===== src/rtl/ram_frame_reader.sv =====
// ram_frame_reader: drains one frame of DEPTH signed samples from an upstream
// valid/ready source into a registered downstream valid/ready stage, and keeps
// the sum and peak magnitude of the last completed frame.
//   clk_i, rst_ni          : clock, async active-low reset
//   frame_start_i          : pulse, a full frame is available upstream
//   rd_data_i/valid/ready  : upstream sample handshake
//   sample_o/valid/ready   : downstream sample handshake (registered data)
//   frame_sum_o/peak_o     : stats of the last completed frame
//   frame_done_o           : single-cycle pulse when stats are updated
//   overrun_o, clear_i     : sticky frame_start-while-busy flag and its clear
//   busy_o                 : high whenever not idle
module ram_frame_reader #(
  parameter int WIDTH      = 32,
  parameter int DEPTH      = 256,
  parameter int ADDR_WIDTH = $clog2(DEPTH)
) (
  input  logic                               clk_i,
  input  logic                               rst_ni,
  input  logic                               frame_start_i,
  input  logic signed [WIDTH-1:0]            rd_data_i,
  input  logic                               rd_valid_i,
  output logic                               rd_ready_o,
  output logic signed [WIDTH-1:0]            sample_o,
  output logic                               sample_valid_o,
  input  logic                               sample_ready_i,
  output logic signed [WIDTH+ADDR_WIDTH-1:0] frame_sum_o,
  output logic        [WIDTH-1:0]            frame_peak_o,
  output logic                               frame_done_o,
  output logic                               overrun_o,
  input  logic                               clear_i,
  output logic                               busy_o
);

  localparam int unsigned SUM_W = WIDTH + ADDR_WIDTH;
  localparam int unsigned CNT_W = ADDR_WIDTH + 1;

  localparam logic [1:0] IDLE  = 2'd0;
  localparam logic [1:0] DRAIN = 2'd1;
  localparam logic [1:0] FLUSH = 2'd2;
  localparam logic [1:0] DONE  = 2'd3;

  logic [1:0]              state_q, state_d;
  logic [CNT_W-1:0]        cnt_q, cnt_d;
  logic signed [SUM_W-1:0] sum_q, sum_d;
  logic [WIDTH-1:0]        peak_q, peak_d;
  logic signed [WIDTH-1:0] sample_q, sample_d;
  logic                    valid_q, valid_d;
  logic signed [SUM_W-1:0] fsum_q, fsum_d;
  logic [WIDTH-1:0]        fpeak_q, fpeak_d;
  logic                    ovr_q, ovr_d;

  logic             up_acc;
  logic             dn_acc;
  logic [WIDTH-1:0] raw;
  logic [WIDTH-1:0] mag;

  assign rd_ready_o = (state_q == DRAIN) && (!valid_q || sample_ready_i);
  assign up_acc     = rd_valid_i && rd_ready_o;
  assign dn_acc     = valid_q && sample_ready_i;

  // Magnitude in WIDTH unsigned bits; the most negative value maps to 2^(WIDTH-1).
  assign raw = rd_data_i;
  assign mag = raw[WIDTH-1] ? (~raw + WIDTH'(1)) : raw;

  // State and datapath registers.
  always_ff @(posedge clk_i or negedge rst_ni) begin
    if (!rst_ni) begin
      state_q  <= IDLE;
      cnt_q    <= '0;
      sum_q    <= '0;
      peak_q   <= '0;
      sample_q <= '0;
      valid_q  <= 1'b0;
      fsum_q   <= '0;
      fpeak_q  <= '0;
      ovr_q    <= 1'b0;
    end else begin
      state_q  <= state_d;
      cnt_q    <= cnt_d;
      sum_q    <= sum_d;
      peak_q   <= peak_d;
      sample_q <= sample_d;
      valid_q  <= valid_d;
      fsum_q   <= fsum_d;
      fpeak_q  <= fpeak_d;
      ovr_q    <= ovr_d;
    end
  end

  // Next-state, handshake and statistics logic.
  always_comb begin
    state_d  = state_q;
    cnt_d    = cnt_q;
    sum_d    = sum_q;
    peak_d   = peak_q;
    sample_d = sample_q;
    valid_d  = valid_q;
    fsum_d   = fsum_q;
    fpeak_d  = fpeak_q;
    ovr_d    = ovr_q;

    // Set wins over clear so a coincident overrun is never lost.
    if (frame_start_i && (state_q != IDLE)) begin
      ovr_d = 1'b1;
    end else if (clear_i) begin
      ovr_d = 1'b0;
    end

    if (up_acc) begin
      sample_d = rd_data_i;
      valid_d  = 1'b1;
      cnt_d    = cnt_q + CNT_W'(1);
      sum_d    = sum_q + SUM_W'(rd_data_i);
      if (mag > peak_q) peak_d = mag;
    end else if (dn_acc) begin
      valid_d = 1'b0;
    end

    case (state_q)
      IDLE: begin
        if (frame_start_i) begin
          state_d = DRAIN;
          cnt_d   = '0;
          sum_d   = '0;
          peak_d  = '0;
        end
      end
      DRAIN: begin
        if (up_acc && (cnt_q == CNT_W'(DEPTH - 1))) state_d = FLUSH;
      end
      FLUSH: begin
        if (!valid_q || sample_ready_i) begin
          state_d = DONE;
          fsum_d  = sum_q;
          fpeak_d = peak_q;
        end
      end
      default: state_d = IDLE;
    endcase
  end

  assign sample_o       = sample_q;
  assign sample_valid_o = valid_q;
  assign frame_sum_o    = fsum_q;
  assign frame_peak_o   = fpeak_q;
  assign frame_done_o   = (state_q == DONE);
  assign overrun_o      = ovr_q;
  assign busy_o         = (state_q != IDLE);

endmodule


===== config.mk =====
export PLATFORM = sky130hd
export DESIGN_NAME = ram_frame_reader
export DESIGN_NICKNAME = d
export VERILOG_FILES = /design/src/rtl/ram_frame_reader.sv
export SDC_FILE = /design/constraint.sdc
export NUM_CORES = 1
export LEC_CHECK = 0
export CAP_MARGIN = 20
export CORE_MARGIN = 1
export CORE_UTILIZATION = 50
export DETAILED_ROUTE_END_ITERATION = 16
export GPL_ROUTABILITY_DRIVEN = 0
export MAX_ROUTING_LAYER = met4
export PLACE_DENSITY = 0.74
export SLEW_MARGIN = 20
export SYNTH_ARGS = -nofsm -noshare
export SYNTH_HDL_FRONTEND = slang
export SYNTH_SLANG_ARGS = --single-unit

===== constraint.sdc =====
create_clock -name clk_i -period 3.88 [get_ports clk_i]
set_clock_uncertainty 0.15 [all_clocks]
set_input_delay 0.582 -clock clk_i [delete_from_list [all_inputs] [get_ports clk_i]]
set_output_delay 0.582 -clock clk_i [all_outputs]
set_load 0.05 [all_outputs]

; Word level (Yosys, flattened, before mapping)
; Index checks and enable logic that the tools add are counted.
[classes]
reduce_logical = 13
n_eq_ne = 7
order_cmp = 1
add_sub_neg = 3
bitwise = 1
muxes = 19
[op_table]
columns = operator, n
row1 = two-way mux 32 bit, 5
row2 = two-way mux 40 bit, 3
row3 = adder 40 x 32 -> 40 bit, 1
row4 = adder 32 x 1 -> 32 bit (second input constant), 1
row5 = greater-than comparator 32 bit, 1
row6 = NOT 32 bit, 1
row7 = two-way mux 9 bit, 3
row8 = adder 9 x 1 -> 9 bit (second input constant), 1
row9 = equality test 9 x 8 -> 1 bit (second input constant), 1
row10 = two-way mux 2 bit, 3
row11 = one-hot mux 2 bit (3 select lines), 1
row12 = nonzero test 2 bit, 3
row13 = logical AND 1 bit, 5
row14 = equality test 2 bit (second input constant), 2
row15 = two-way mux 1 bit, 4
row16 = != test 2 bit (second input constant), 2
row17 = AND reduction 3 bit, 1
row18 = equality test 2 x 1 -> 1 bit (second input constant), 1
row19 = zero test 2 bit, 1
row20 = != test 2 x 1 -> 1 bit (second input constant), 1
row21 = AND reduction 2 bit, 1
row22 = zero test 1 bit, 1
row23 = logical OR 1 bit, 1
[totals]
inputBits = 38
regBits = 189

; Longest topological paths before layout
[logic_depth]
word_depth = 8
ltp_mapped = 19

; Least setup slack after synthesis
; OpenSTA, ideal clock, no wires.
[synth_timing]
kind = in2reg
startpoint = input rd_data_i[8]
endpoint = register peak_q[23]
setup_slack_ns = -1.249
arrival_time_ns = 4.884
path_buffers = 1
setup_time_ns = 0.096
stages = 15
cell_sequence = or4_4 > or3_4 > or4_4 > nand2b_4 > or3_4 > o41ai_4 > xnor2_1 > ha_1 > nand4_1 > nor4_1 > o21ai_0 > a221oi_1 > clkbuf_1 > nand3_1 > o31ai_1
[synth_between]
elab_chain_cells = 8
[synth_rtl]
columns = element, line
row1 = start: declaration, 20  ; input logic signed [WIDTH-1:0] rd_data_i,
row2 = NOT 32 bit, 63  ; assign mag = raw[WIDTH-1] ? (~raw + WIDTH'(1)) : raw;
row3 = adder 32 x 1 -> 32 bit, 63
row4 = two-way mux 32 bit *, 63
row5 = greater-than comparator 32 bit, 114  ; if (mag > peak_q) peak_d = mag;
row6 = two-way mux 32 bit *, 114
row7 = two-way mux 32 bit *, 109  ; if (up_acc) begin
row8 = two-way mux 32 bit, 121  ; if (frame_start_i) begin
row9 = two-way mux 32 bit *, 119  ; case (state_q)
row10 = named net peak_d[23], 45  ; logic [WIDTH-1:0] peak_q, peak_d;
row11 = end signal: assignment, 81  ; peak_q <= peak_d;
row12 = end: declaration, 45
; The timed path passes the listed nets; every way through them passes the cells marked *.
; A chain may end at the register's enable or synchronous reset.

; Worst setup path in the final report
[layout_timing]
startpoint = input rd_data_i[8]
endpoint = register peak_q[8]
; The elaborated chain is that of the path after synthesis.

==> summary.md <==
| Metric | Value |
|---|---|
| Compound-cell area share of the yosys netlist | `between 15 and 20%` |
| Overall Power | `0.0111 W` |
| CP Class | `input port to flip-flop` |
| Synthesized Nets | `~1,300` |
| Reg2reg path depth | `13` |
| Layout fillers | `between 1,500 and 2,000` |
| Post-CTS Hold Buffers | `0` |
| Slew Limit Headroom | `39.1%` |
| DR WL/cell | `roughly 17 µm` |
| Antenna violations before repair | `1` |
| Post-synthesis mux area share | `approximately 4.8%` |
| I/O Pins | `147` |
| Area growth, synth to finish | `32.7%` |
| XOR/XNOR share of the synthesized area | `between 5 and 6%` |
| TritonCTS clock tree | `done` |
| Initial core utilization | `between 50% and 60%` |
| Layout cells sized above 1 | `17.6%` |
| # rows | `53` |
| Synth unique cells | `59` |
| Post-synthesis adder-cell area fraction | `a little under a tenth` |
| Die X | `148 µm` |
| Setup ws final | `-0.718 ns` |
| CP Capture Type | `flip-flop` |
| Skew-Pair Late Insertion Delay | `0.44 ns` |
| Final setup fails | `32` |
| Hold Path Class | `input port to async pin` |
| Final min period | `about 4.6 ns` |
| Reg2Reg Launch Point | `sum_q[0]` |
| CTS Buf Count | `17` |
| Failing checks | `negative setup slack` |
| Mapped cell area | `roughly 0.011 mm²` |
| Post-synthesis simple-gate area fraction | `between 15 and 20%` |
| Register bit count reported by yosys | `between 150 and 200` |
| VDD IR max | `between 300 and 400 µV` |
| CP Data Arrival Time | `around 4.8 ns` |
| Vias in the first global route | `9,189` |
| Sink Count | `189` |
| H-tree depth | `4` |
| Largest family of logic cells by synthesized area | `compound AO/OA/AOI/OAI gates` |
| Post-synth top area share | `between 40 and 50%` |
| Post-synth ARST share | `100%` |
| Max Root-Sink Buffers | `2` |
| Largest net degree at the start of global routing | `85` |
| DP Wirelength | `between 20,000 and 25,000 µm` |
| Final routed DRC violation total | `0` |
| Actual slew at the worst max-slew pin | `roughly 0.91 ns` |
| Synth Warn # | `0` |
| Final hold vios | `0` |
| FF-to-FF End | `sum_q[34]` |
| Top cells by area, synth | `dfrtp_1, ha_1, nand2_1, mux2_2, xnor2_1` |
| Die area | `~0.022 mm²` |
| Pleak | `6.59 nW` |
| Max Cap Violations | `0` |
| Top FF cell, synth | `dfrtp_1` |
| FMAX | `217 MHz` |
| 1st-pass router iterations | `5` |
| WP data required | `4.08 ns` |
| WL final | `between 20,000 and 30,000 µm` |
| RSZ-0062 raised after global routing | `true` |
| Root buffer cell | `clkbuf_16` |
| Via-to-Cell Ratio | `5.65` |
| Register area share after synthesis | `between 40% and 50%` |
| Crit Path Max Fanout | `6` |
| Period utilization | `119%` |
| Mapped Cells | `~1,100` |
| Pins Over Slew Limit | `0` |
| All-Layer GR Usage | `between 20 and 30%` |
| Die H | `148 µm` |
| Vias | `9,466` |
| Dominant cell type by area after synthesis | `dfrtp_1` |
| Layout Utilization | `roughly 68%` |
| CTS clk-pin slew, worst paths | `roughly 0.07 ns` |
| Final nets | `about 1,500` |
| Post-route ant nets | `0` |
| Initial DRC Count | `around 590` |
| First-pass GRT wire length | `46,900 µm` |
| Reg2Reg Setup Slack | `0.37 ns` |
| Global route overflow | `0` |
| Critical path launch point type | `input port` |
| Status | `finished with violations` |
| PwrDens | `a little under 800 mW/mm²` |
| I/O Buffers | `146` |
| Syn avg cell area | `9.33 µm²` |
| Core ar. | `0.0210 mm²` |
| Post-synth EDFFs | `0` |
[synthesized netlist by cell type, types with 3 or more instances]
cell type	count
a211oi_1	9
a21boi_0	5
a21o_1	28
a21oi_1	73
a221oi_1	3
a31o_1	4
a31oi_1	9
and2_1	7
and3_1	8
buf_1	7
clkbuf_1	45
dfrtp_1	189
ha_1	78
inv_1	51
mux2_2	41
mux2i_1	5
nand2_1	213
nand2b_1	6
nand3_1	40
nand4_1	13
nor2_1	39
nor2b_1	7
nor3_1	17
nor4_1	6
o211ai_1	6
o21a_1	5
o21ai_0	84
o21bai_1	4
o31ai_1	34
o41ai_1	6
or3_1	8
or4_1	4
xnor2_1	51
xor2_1	11
[sequential cells by signal, indices dropped and copies added (netlist names)]
signal and cells:
frame_sum_o 40, peak_q 32, sum_q 40, overrun_o 1
frame_peak_o 32, sample_valid_o 1, state_q 2, sample_o 32
cnt_q 9
[repair_timing]
item,4_1_cts,5_1_grt
setup endpoints to repair,32,32
resized for setup,57,23
hold endpoints to repair,0,0
setup buffers,2,3
pin swaps,4,8
cloned,2,3
[how the worst max path moves through the flow]
| stage | slack [ns] | endpoint | from | depth (start not counted) |
|---|---|---|---|---|
| CTS | -0.68 | peak_q[30] | rd_data_i[8] | 16 |
| global placement | -1.51 | peak_q[26] | rd_data_i[4] | 19 |
| finish | -0.72 | peak_q[8] | rd_data_i[8] | 19 |
| floorplan | -0.80 | peak_q[26] | rd_data_i[8] | 16 |
| global route | -0.93 | peak_q[5] | rd_data_i[0] | 20 |
| detailed placement | -1.60 | peak_q[4] | rd_data_i[4] | 19 |
[per-stage QoR]
stage | setup slack [ns] | instance area, µm² | hold WS, ns | setup TNS (ns) | cells
2_1_floorplan | -0.801 | 10800 | 0.136 | -25.58 | 1149
3_3_place_gp | -1.51 | 13300 | 0.310 | -49.54 | 1631
3_5_place_dp | -1.60 | 13300 | 0.317 | -51.69 | 1631
4_1_cts | -0.681 | 14000 | 0.0520 | -19.55 | 1667
5_1_grt | -0.929 | 14200 | 0.0608 | -27.04 | 1673
6_report | -0.718 | 14200 | 0.0239 | -21.04 | 1674
[area by class of cell]
cell class / count / area, µm² / share of cell area, %
Multi-Input combinational cell: 857 / 5820 / 40.9
Sequential cell: 189 / 4730 / 33.2
Timing Repair Buffer: 268 / 2490 / 17.5
Clock buffer: 19 / 453 / 3.18
Tap cell: 275 / 344 / 2.42
Inverter: 51 / 191 / 1.35
Clock inverter: 13 / 188 / 1.32
Antenna cell: 2 / 5.00 / 0.0352
[where the power goes]
group	internal [W]	leakage [nW]	switching [W]
clock network	0.00112	0.317	0.000801
registers	0.00267	2.48	0.000423
logic	0.00231	3.79	0.00382
[worst max-delay path, stage by stage]
cell       delay, ns
buf_6           0.09
or4_4           0.57
or3_4           0.36
or4_4           0.49
nand2b_4        0.16
or3_4           0.38
o41ai_4         0.26
xnor2_2         0.17
ha_1            0.27
a21o_1          0.17
a21o_1          0.16
a21oi_1         0.11
o21ai_1         0.10
a21oi_2         0.17
a221oi_4        0.09
buf_6           0.19
buf_6           0.13
clkbuf_16       0.15
o31ai_1         0.19
[kinds of logic (layout without fill, tap and decap cells)]
logic type / Yosys count / count (layout)
simple gates: 383 / 383
flops: 189 / 189
xor+xnor: 62 / 62
mux: 46 / 46
buf+inv: 103 / 351
compound gates: 287 / 287
fa+ha+maj: 79 / 79
other cells: 0 / 2
[layer usage]
metal / global-route usage [%] / share of wire [%] / vias up
li1: - / - / 4532
met1: 36.4 / 44 / 4566
met2: 43.3 / 47 / 298
met3: 4.69 / 5.7 / 70
met4: 11.5 / 3.0 / 0
met5: - / 0 / -
[cells in the final DEF (no fill, tap or decap), types with 4 or more instances in the layout]
cell type / n
a211oi_1: 9
a21boi_0: 5
a21o_1: 28
a21oi_1: 72
a31o_1: 4
a31oi_1: 9
and2_1: 7
and3_1: 7
buf_12: 4
buf_4: 111
buf_6: 6
bufinv_16: 4
clkbuf_16: 20
clkdlybuf4s50_1: 135
clkinv_2: 4
dfrtp_1: 189
ha_1: 77
inv_1: 51
mux2_2: 41
mux2i_1: 5
nand2_1: 209
nand2b_1: 5
nand3_1: 35
nand4_1: 13
nor2_1: 37
nor2b_1: 7
nor3_1: 17
nor4_1: 4
o211ai_1: 6
o21a_1: 5
o21ai_0: 81
o21bai_1: 4
o31ai_1: 28
o31ai_2: 5
o41ai_1: 5
or3_1: 7
or4_4: 4
xnor2_1: 50
xor2_1: 11
Power figures use the tool's default switching activity.
